## config.mk

```make
export PLATFORM = sky130hd
export DESIGN_NAME = instr_loader
export DESIGN_NICKNAME = d
export VERILOG_FILES = /design/src/rtl/instr_loader.sv
export SDC_FILE = /design/constraint.sdc
export NUM_CORES = 1
export LEC_CHECK = 0
export CORE_ASPECT_RATIO = 0.8
export CORE_MARGIN = 3
export CORE_UTILIZATION = 57
export DETAILED_ROUTE_END_ITERATION = 16
export GPL_ROUTABILITY_DRIVEN = 0
export PLACE_DENSITY = 0.8
export SYNTH_ARGS = -nofsm -noshare
export SYNTH_HDL_FRONTEND = slang
export SYNTH_SLANG_ARGS = --single-unit
export TNS_END_PERCENT = 1
```

## constraint.sdc

```tcl
create_clock -name clk -period 5.9 [get_ports clk]
set_input_delay 0.885 -clock clk [delete_from_list [all_inputs] [get_ports clk]]
set_output_delay 0.885 -clock clk [all_outputs]
set_load 0.1 [all_outputs]
```

## src/rtl/instr_loader.sv

```systemverilog
// Boot loader: assembles big-endian words from a byte stream, writes them to instruction
// memory and releases the processor from reset once the trailing checksum matches.
module instr_loader #(
  parameter int          ADDR_WIDTH = 32,
  parameter logic [31:0] BASE_ADDR  = 32'h0000_0000,
  parameter int          MAX_WORDS  = 256
) (
  input  logic                  clk,
  input  logic                  rst,
  input  logic [7:0]            rx_data,
  input  logic                  rx_valid,
  output logic                  rx_ready,
  input  logic                  restart,
  output logic                  mem_write_en,
  output logic [ADDR_WIDTH-1:0] mem_write_addr,
  output logic [31:0]           mem_write_data,
  output logic                  cpu_rst,
  output logic                  load_done,
  output logic                  load_error,
  output logic [2:0]            dbg_state
);

  localparam int IW = $clog2(MAX_WORDS + 1);

  typedef enum logic [2:0] {
    S_INIT  = 3'd0,
    S_HDR   = 3'd1,
    S_DATA  = 3'd2,
    S_CSUM  = 3'd3,
    S_DONE  = 3'd4,
    S_ERROR = 3'd5
  } state_t;

  state_t          r_state;
  state_t          w_state_nxt;
  logic [1:0]      r_byte_cnt;
  logic [23:0]     r_shift;
  logic [31:0]     r_count;
  logic [31:0]     r_csum;
  logic [IW-1:0]   r_index;

  logic            w_accept;
  logic            w_word_done;
  logic            w_last_word;
  logic [31:0]     w_word;

  // Handshake: a byte moves on a rising edge where rx_valid && rx_ready; the sender keeps
  // rx_data stable while rx_valid is high, and rx_ready never depends on rx_valid.
  assign w_accept    = rx_valid && rx_ready;
  assign w_word      = {r_shift, rx_data};
  assign w_word_done = w_accept && (r_byte_cnt == 2'd3);
  assign w_last_word = (32'(r_index) + 32'd1) == r_count;
  assign dbg_state   = r_state;

  always_comb begin
    w_state_nxt = r_state;
    case (r_state)
      S_INIT: w_state_nxt = S_HDR;
      S_HDR: begin
        if (w_word_done) begin
          if (w_word > 32'(MAX_WORDS)) w_state_nxt = S_ERROR;
          else if (w_word == 32'd0)    w_state_nxt = S_CSUM;
          else                         w_state_nxt = S_DATA;
        end
      end
      S_DATA: if (w_word_done && w_last_word) w_state_nxt = S_CSUM;
      S_CSUM: if (w_word_done) w_state_nxt = (w_word == r_csum) ? S_DONE : S_ERROR;
      S_DONE, S_ERROR: if (restart) w_state_nxt = S_HDR;
      default: w_state_nxt = S_INIT;
    endcase
  end

  // Outputs are registered from the next state so they change on the same edge as the state.
  always_ff @(posedge clk or posedge rst) begin
    if (rst) begin
      r_state        <= S_INIT;
      r_byte_cnt     <= 2'd0;
      r_shift        <= 24'd0;
      r_count        <= 32'd0;
      r_csum         <= 32'd0;
      r_index        <= '0;
      rx_ready       <= 1'b0;
      mem_write_en   <= 1'b0;
      mem_write_addr <= ADDR_WIDTH'(BASE_ADDR);
      mem_write_data <= 32'd0;
      cpu_rst        <= 1'b1;
      load_done      <= 1'b0;
      load_error     <= 1'b0;
    end else begin
      r_state      <= w_state_nxt;
      rx_ready     <= (w_state_nxt == S_HDR) || (w_state_nxt == S_DATA) ||
                      (w_state_nxt == S_CSUM);
      cpu_rst      <= (w_state_nxt != S_DONE);
      load_done    <= (w_state_nxt == S_DONE);
      load_error   <= (w_state_nxt == S_ERROR);
      mem_write_en <= 1'b0;

      if (w_accept) begin
        r_shift    <= w_word[23:0];
        r_byte_cnt <= r_byte_cnt + 2'd1;
      end
      if (w_state_nxt != r_state) r_byte_cnt <= 2'd0;

      case (r_state)
        S_HDR: if (w_word_done) r_count <= w_word;
        S_DATA: begin
          if (w_word_done) begin
            mem_write_en   <= 1'b1;
            mem_write_addr <= ADDR_WIDTH'(BASE_ADDR) + ADDR_WIDTH'({r_index, 2'b00});
            mem_write_data <= w_word;
            r_index        <= r_index + 1'b1;
            r_csum         <= r_csum + w_word;
          end
        end
        S_DONE, S_ERROR: begin
          if (restart) begin
            r_index <= '0;
            r_csum  <= 32'd0;
            r_count <= 32'd0;
          end
        end
        default: ;
      endcase
    end
  end

endmodule
```

==> flow_metrics.py <==
metrics = {
    "run_status": {
        "status": "completed",
    },
    "detailed_routing": {
        "drt_wl_total_mm": 19.23,
        "drc": 0,
        "vias": 6382,
        "postRouteAntennaNets": 0,
        "dr.pass1.iters": 5,
        "avgRoutedWirePerCell_um": 17.74,
        "dr.first_iter.drc_count": 590,
        "vias_per_cell": 5.887,
    },
    "timing": {
        "worstMarginPinSlew_ns": 1.160,
        "setup_viol": 0,
        "setup_ws_ns": 2.379,
        "hold_ws_ns": 0.4721,
        "min_period_ns": 3.521,
        "fin_worst_skew_ns": 0.007478,
        "final_max_slew_viol_count": 0,
        "fin_crit_sh": 0.5967,
        "hold_viol": 0,
        "rsz0062_at_grt": "false",
        "setup_tns_ns": 0,
        "max_clock_freq_mhz": 284.0,
        "maxSlewHeadroom": 0.2246,
    },
    "synth": {
        "synthDistinctLibCells": 64,
        "synth_seq_cells": 148,
        "synth-seq-area-share": 0.4690,
        "synth_warnings": 0,
        "netlist_instances": 857,
        "ys_async_sr_fraction": 1.000,
        "synth_edf_count": 0,
        "avgSynthCellArea_sq_um": 9.217,
        "synth_flop_cell": "dfrtp_1",
        "synth_area_sq_um": 7899,
    },
    "cts": {
        "cts_max_level": 4,
        "clk_path_buf_depth": 2,
        "post-cts-setup-buffers": 0,
        "cts_root_buf": "clkbuf_16",
        "clkTransAtPathRegs_ns": 0.06,
        "numClockSinks": 148,
        "cts_made_buffers": 17,
        "postCtsHoldBufs": 0,
        "worstSkewPairLatency_ns": 0.43,
        "cts_resized": 0,
        "cts_tree": "done",
    },
    "cells_and_area": {
        "nets": 942,
        "drive_gt1_frac": 0.09351,
        "areaGrowthSynthToFinish_pct": 14.86,
        "post-route-util": 0.6876,
        "antenna_cells": 0,
    },
    "worst_setup_path": {
        "path_cells": "clkdlybuf4s50_1 -> ha_1 -> fa_1 -> a21oi_2 -> o21ai_2 -> a21oi_2 -> a2111oi_4 -> o21ai_2 -> nand2_1 -> a21oi_1 -> o21ai_0 -> a211o_1",
        "critPathArrivalTime_ns": 3.83,
        "end_kind": "flop",
        "slowest_delay_ns": 0.53,
        "cp-start-kind": "input port",
        "critPathBufInv": 1,
        "r2r_setup_slack_ns": 2.94,
        "reg2reg_to": "r_csum[27]",
        "required_ns": 6.21,
        "worstSetupPathType": "input port to flop",
        "slowest_stage": "clkdlybuf4s50_1",
        "reg2reg_depth": 10,
        "crit_family": "compound AO/OA/AOI/OAI gates",
        "reg2reg_from": "r_shift[1]",
        "cp_max_fo": 5,
    },
    "power": {
        "power.total_mw": 3.354,
        "power.density_nw_per_um2": 369.6,
        "p_leak_nw": 4.260,
        "peakVddDrop_mv": 0.2489,
    },
    "die": {
        "io_pins": 84,
        "rows": 37,
        "chipHeight_um": 111.3,
        "fp.dieW_um": 137.6,
        "dieArea_sq_um": 15320,
        "initial_core_util": 0.5987,
        "core_area_sq_um": 13190,
    },
    "grt": {
        "grt_pass1_wl_mm": 31.73,
        "grt_pass1_vias": 5933,
        "grt_max_degree": 107,
        "antenna_found_initial": 0,
        "grt_usage": 0.2632,
        "overflow": 0,
    },
    "placed_design": {
        "port_buffers": 60,
        "pre_cts_slack_ns": 2.003,
        "dp_hpwl_mm": 12.37,
    },
    "worst_hold_path": {
        "hold_path.class": "flop to flop",
        "holdPathStages": 2,
        "worstHoldStart": "mem_write_addr[6]",
        "holdPathEnd": "mem_write_addr[6]",
    },
    "job": {
        "cap_violations": 0,
    },
}
metrics by stage:
| step | instances | area, sq um |
|---|---|---|
| after floorplan | 879 | 7981 |
| after global placement | 1052 | 8478 |
| after detailed placement | 1052 | 8478 |
| after CTS | 1084 | 9072 |
| after global routing | 1084 | 9072 |
| final | 1084 | 9072 |
cells in the final DEF, fill, tap and decap left out, types with 6 or more instances in the layout:
| cell | instances |
|---|---|
| a21o_1 | 12 |
| a21oi_1 | 23 |
| and3_1 | 8 |
| clkbuf_16 | 17 |
| clkdlybuf4s50_1 | 60 |
| conb_1 | 23 |
| dfrtp_1 | 147 |
| ha_1 | 33 |
| inv_1 | 7 |
| inv_6 | 8 |
| mux2_2 | 24 |
| nand2_1 | 221 |
| nand2b_1 | 6 |
| nand3_1 | 52 |
| nand4_1 | 11 |
| nor2_1 | 20 |
| nor3_1 | 11 |
| nor4_1 | 19 |
| o211ai_1 | 6 |
| o21ai_0 | 74 |
| o31ai_1 | 8 |
| xnor2_1 | 19 |
| xor2_1 | 20 |
cells by family (layout without fill, tap and decap cells):
kind of cell | count (synthesis) | in the layout | share of synthesized area
flip-flops | 148 | 148 | 0.4690
adder cells (fa/ha/maj) | 34 | 34 | 0.05481
multiplexers | 24 | 24 | 0.03422
AND/OR/NAND/NOR | 366 | 366 | 0.2053
XOR/XNOR | 39 | 39 | 0.04324
other | 1 | 23 | 0.0004748
AO/OA/AOI/OAI | 169 | 169 | 0.1402
buffers and inverters | 76 | 106 | 0.05275
synthesized netlist by cell type, drive strengths merged, types with 3 or more instances:
cell type  number  share of area
and3            9         0.0073
xnor2          19          0.021
dfrtp         147           0.47
o31ai           9         0.0092
a21o           13          0.013
nand4          11         0.0087
buf            27          0.026
ha             33          0.052
nor3           11         0.0070
nor3b           3         0.0029
nand2         221           0.11
xor2           20          0.022
nand3          53          0.034
a31oi           4         0.0032
clkbuf         40          0.023
nand2b          6         0.0048
o21ai          78          0.051
o21a            5         0.0048
a211oi          4         0.0044
a21oi          28          0.021
inv             9         0.0043
nor2           20         0.0095
o211ai          8         0.0089
mux2           24          0.034
nor4           19          0.015
where the power goes:
group	internal, mW	leakage, nW	switching (mW)	total, mW
registers	1.18	1.97	0.242	1.42
clock network	0.638	0.291	0.467	1.10
logic	0.299	2.00	0.531	0.830
total	2.11	4.26	1.24	3.35
area by class of cell:
class	count	area [sq um]
flip-flops and latches	148	3705
repair buffers	65	638.1
clock buffers	18	429.2
fillers	995	4121
multi-input cells	655	3877
well taps	175	219.0
inverters	9	38.79
clock inverters	14	165.2
registers in the layout, summed over array words and instances (netlist names), 2 cells and up:
register,cells
r_index,9
dbg_state,3
r_count,32
r_csum,32
r_byte_cnt,2
mem_write_addr,9
mem_write_data,32
r_shift,24
layer usage:
metal,up-vias,routed length [um],GRT usage
met2,231,8572,0.3654
met1,3101,8958,0.4029
li1,3019,-,-
met4,0,367,0.08976
met3,31,1328,0.06125
met5,-,0,0
worst min-delay path, stage by stage (launching register included):
cell and delay (ns):
dfrtp_1 0.34, nand2_1 0.05, nand2_1 0.05
how the worst max path moves through the flow:
stage | start | depth (start not counted) | end | slack (ns)
after floorplan | rst | 1 | dbg_state[0] | 1.04
after global placement | rx_data[0] | 12 | r_csum[20] | 2.07
after detailed placement | rx_data[0] | 12 | r_csum[20] | 2.00
after CTS | rx_data[0] | 12 | r_csum[20] | 2.42
after global routing | rx_data[1] | 11 | r_csum[27] | 2.21
final | rx_data[0] | 12 | r_csum[20] | 2.38
Power figures use the tool's default switching activity.
